--- config.mk ---
export PLATFORM = sky130hd
export DESIGN_NAME = router_register
export DESIGN_NICKNAME = d
export VERILOG_FILES = /design/src/rtl/router_register.sv
export SDC_FILE = /design/constraint.sdc
export NUM_CORES = 1
export LEC_CHECK = 0
export ABC_AREA = 1
export CAP_MARGIN = 15
export CORE_MARGIN = 5
export CORE_UTILIZATION = 40
export CTS_CLUSTER_DIAMETER = 200
export DETAILED_ROUTE_END_ITERATION = 10
export RECOVER_POWER = 25
export SETUP_SLACK_MARGIN = 0.5
export SLEW_MARGIN = 20
export SYNTH_ARGS = -nofsm -noshare
export SYNTH_HDL_FRONTEND = slang
export SYNTH_SLANG_ARGS = --single-unit
--- constraint.sdc ---
create_clock -name clk -period 4.15 [get_ports clk]
set_clock_uncertainty 0.2 [all_clocks]
set_input_delay 0.83 -clock clk [delete_from_list [all_inputs] [get_ports clk]]
set_output_delay 0.83 -clock clk [all_outputs]
set_load 0.01 [all_outputs]
--- src/rtl/router_register.sv ---
// Router datapath register stage: header latch, FIFO write byte, full-hold buffer,
// byte-wise XOR parity accumulation and parity error flag.
module router_register #(
    parameter int DW = 8
) (
    input  logic          clk,
    input  logic          reset,
    input  logic          pkt_valid,
    input  logic [DW-1:0] data_in,
    input  logic          fifo_full,
    input  logic          detect_add,
    input  logic          lfd_state,
    input  logic          ld_state,
    input  logic          laf_state,
    input  logic          full_state,
    input  logic          rst_int_reg,
    output logic [DW-1:0] dout,
    output logic          parity_done,
    output logic          low_pkt_valid,
    output logic          err
);

    logic [DW-1:0] hdr;
    logic [DW-1:0] hold;
    logic          hold_is_parity;
    logic [DW-1:0] int_par;
    logic [DW-1:0] pkt_par;
    logic          parity_done_q;

    logic hdr_load;
    logic byte_load;
    logic byte_stall;
    logic par_first;

    assign hdr_load   = detect_add & pkt_valid;
    // full_state freezes everything; the byte arriving as the FIFO fills is parked in hold.
    assign byte_load  = ld_state & !fifo_full & !full_state;
    assign byte_stall = ld_state &  fifo_full & !full_state;
    assign par_first  = parity_done & !parity_done_q;

    // NOTE: all state uses non-blocking assignments so every register samples pre-edge values.
    always_ff @(posedge clk) begin
        if (reset) begin
            hdr            <= '0;
            hold           <= '0;
            hold_is_parity <= 1'b0;
            dout           <= '0;
        end else begin
            if (hdr_load)
                hdr <= data_in;

            if (lfd_state)
                dout <= hdr;
            else if (byte_load)
                dout <= data_in;
            else if (laf_state)
                dout <= hold;

            if (byte_stall) begin
                hold           <= data_in;
                hold_is_parity <= !pkt_valid;
            end
        end
    end

    always_ff @(posedge clk) begin
        if (reset) begin
            int_par     <= '0;
            pkt_par     <= '0;
            parity_done <= 1'b0;
        end else if (hdr_load) begin
            int_par     <= '0;
            pkt_par     <= '0;
            parity_done <= 1'b0;
        end else if (lfd_state) begin
            int_par <= int_par ^ hdr;
        end else if (byte_load) begin
            if (pkt_valid) begin
                int_par <= int_par ^ data_in;
            end else begin
                pkt_par     <= data_in;
                parity_done <= 1'b1;
            end
        end else if (laf_state) begin
            if (!hold_is_parity) begin
                int_par <= int_par ^ hold;
            end else if (!parity_done) begin
                pkt_par     <= hold;
                parity_done <= 1'b1;
            end
        end
    end

    // err compares once, on the first cycle the received parity is available, then holds.
    always_ff @(posedge clk) begin
        if (reset) begin
            parity_done_q <= 1'b0;
            err           <= 1'b0;
        end else begin
            parity_done_q <= parity_done;
            if (hdr_load)
                err <= 1'b0;
            else if (par_first)
                err <= (int_par != pkt_par);
        end
    end

    always_ff @(posedge clk) begin
        if (reset)
            low_pkt_valid <= 1'b0;
        else if (ld_state && !pkt_valid)
            low_pkt_valid <= 1'b1;
        else if (rst_int_reg)
            low_pkt_valid <= 1'b0;
    end

endmodule

==> flow_summary.yaml <==
status:
  status: "complete, no violations"
finish:
  mostFrequentLayoutCell: "sky130_fd_sc_hd__nand2_1"
  nNetsFinal: 343
  antennaDiodeCount: 0
  areaGrowthSynthToFinish_pct: 18.8
  final_layout_size_suffix_gt1_share_pct: 7.38
  most-common-layout-cells: "sky130_fd_sc_hd__nand2_1, sky130_fd_sc_hd__dfxtp_1, sky130_fd_sc_hd__inv_1"
  final_cell_area_um2: 2530
  post_route_insts_no_fill: 395
detailed_routing:
  routed_wire_length_per_instance_um: 11.9
  first_pass_iters: 4
  drtAntennaViolNets: 0
  dr.first_iter.drc_count: 103
  remaining_drc_errors: 0
  routed-via-count: 1867
  finalWirelength_mm: 4.68
  post_drt_via_cell_ratio: 4.73
power:
  clock_power_share_pct: 31.2
  swShare_pct: 26.4
  power-per-cell-area_nw_per_um2: 345
  comb_power_share_pct: 15.6
  vdd.ir_drop.worst_mv: 0.175
  power.share.sequential_pct: 53.2
  p_leak_nw: 1.21
  power.net_switching_mw: 0.232
  power_report.internal_total_mw: 0.644
setup_path:
  arrival_ns: 2.64
  critical_path.reg2reg.startpoint: "hold_is_parity$_SDFFE_PP0P_"
  timing.critical_path.fanout_max: 16
  worstSetupStartpointType: "input port"
  critPathKind: "input port to flop"
  rr_worst_depth: 8
  startpoint: "full_state"
  worst_ep_required_time_ns: 4.14
  reg_to_reg_slack_setup_ns: 2.69
  end_kind: "flop"
hold_path:
  hold_class: "flop to flop"
  hold_start: "low_pkt_valid$_SDFFE_PP0P_"
  timing.hold.worst_path_depth: 2
placed_design:
  dp_slack_ns: 1.18
  placedInstanceArea_um2: 2450
  placed_cells_incl_taps: 388
  dpl.hpwl_mm: 3.47
  port_buffers: 28
  globalplace.congestion: 0.761
global_route:
  grt_pass1_wl_mm: 7.95
  vias_in_the_first_global_route: 1710
  largest_net_degree_at_the_start_of_global_routing: 26
  overflow: 0
  number_of_antenna_violations_at_the_first_check_in_global_routing: 0
  groute.usage.overall_pct: 14.0
sta:
  final_min_period_over_clock_period_pct: 63.7
  worst_slew_pin_slew_ns: 0.663
  hold_viol_final: 0
  fin_ws_ns: 1.50
  worst_case_headroom_to_the_max_slew_limit_pct: 55.7
  rsz0062_at_grt: "no"
  maxSlewViolCount: 0
  final.min_clock_period_ns: 2.65
  clock.fmax_mhz: 378
  finalSetupViolCount: 0
  totalNegativeSetupSlack_ns: 0
  fin_hold_ws_ns: 0.267
floorplan:
  fp.coreArea_um2: 5140
  fp.dieH_um: 83.0
  floorplan.initialDensity_pct: 41.5
  floorplan.rows: 26
  die_footprint_um2: 6890
  io-pin-count: 29
  die_x_um: 83.0
clocking:
  cts.htree.levels: 2
  clk_path_buf_depth: 2
  cts.repair_timing.setup_buffer_count: 0
  tritoncts_num_sinks: 45
  cts-buffers-inserted: 5
  worst_skew_pair.late_latency_ns: 0.29
  cts_hold_buf: 0
  ctsRootBufferMaster: "sky130_fd_sc_hd__clkbuf_8"
  clk_pin_slew_worst_paths_ns: 0.08
  tritoncts: "done"
  post_cts.resized_instances: 0
synthesis:
  ffs_latches_synth: 45
  postSynthCellCount: 298
  synth_cell_types: 24
  postSynthAreaPerCell_um2: 7.16
  yosys.area_share.xor_xnor_pct: 1.23
  post_synth_mux_area_share_pct: 0
  syn-num-nets: 316
  combinational_family_with_the_most_area_after_synthesis: "simple AND/OR/NAND/NOR gates"
  synth-compound-area-share_pct: 17.4
  syn-cell-area_um2: 2130
  count_of_synthesis_stage_warnings_from_yosys: 0
  register_area_share_after_synthesis_pct: 42.2
  synthSimpleGateAreaFrac_pct: 28.1
  adder_cell_fraction_of_synth_area_pct: 0
flow_run:
  timing.max_cap.violations: 0
-- final timing paths --
path,end
max,int_par[6]$_SDFFE_PP0P_
min,low_pkt_valid$_SDFFE_PP0P_
max reg2reg,int_par[6]$_SDFFE_PP0P_
min reg2reg,low_pkt_valid$_SDFFE_PP0P_
-- cells by family after synthesis --
kind of cell,Yosys count
xor gates and xnor gates,3
DFF,45
AOI/OAI and AO/OA,70
buffers and inverters,55
and+or+nand+nor,125
-- state kept, by name (all words and copies together) (netlist names) --
signal,flops
parity_done,1
low_pkt_valid,1
pkt_par,8
err,1
hold,8
dout,8
hold_is_parity,1
int_par,8
hdr,8
parity_done_q,1
-- power by group through the flow --
stage	Clock (mW)	Combinational [mW]	Sequential [mW]
final	0.273	0.137	0.466
after global routing	0.307	0.156	0.469
after CTS	0.289	0.141	0.467
after detailed placement	0	0.141	0.477
after global placement	0	0.139	0.477
after floorplan	0	0.0880	0.478
-- through the flow --
stage               power [mW]  utilization, %
floorplan                0.566               -
global placement         0.616            47.6
detailed placement       0.618            47.6
CTS                      0.897            49.3
global route             0.932            49.3
finish                   0.876            49.3
-- Yosys cell counts (all sizes together) --
library cell | instances | area share (%)
nand2 | 64 | 13
nor3 | 3 | 0.70
clkinv | 1 | 0.23
inv | 45 | 8.0
o21ai | 26 | 6.1
a21oi | 36 | 8.4
or2 | 3 | 0.88
dfxtp | 45 | 42
xnor2 | 3 | 1.2
o21bai | 8 | 2.8
nand4 | 1 | 0.29
clkbuf | 3 | 0.53
nand3 | 30 | 8.1
nor2 | 24 | 5.3
buf | 6 | 2.3
-- metal layers --
metal	share of wire, %	routed length (um)	global-route usage (%)	up-vias
li1	-	-	-	1004
met1	47	2200	17.0	830
met2	48	2270	24.1	29
met3	3.6	169	3.76	4
met4	1.0	49	4.46	0
met5	0	0	0	-
-- worst max-delay path, cell delays in order --
cell	delay, ns
sky130_fd_sc_hd__clkdlybuf4s50_1	0.53
sky130_fd_sc_hd__inv_2	0.09
sky130_fd_sc_hd__nand3_2	0.30
sky130_fd_sc_hd__nand2_4	0.24
sky130_fd_sc_hd__inv_4	0.08
sky130_fd_sc_hd__nor2_4	0.30
sky130_fd_sc_hd__nand3_1	0.13
sky130_fd_sc_hd__nand2_1	0.08
sky130_fd_sc_hd__nor2_1	0.04
-- area by class of cell --
class | instances | area, um2
multi-input cells | 198 | 996
well taps | 70 | 87.6
inverters | 46 | 176
clock buffers | 7 | 86.3
flip-flops and latches | 45 | 901
fillers | 555 | 2610
repair buffers | 29 | 288
(Power assumes the default switching activity.)
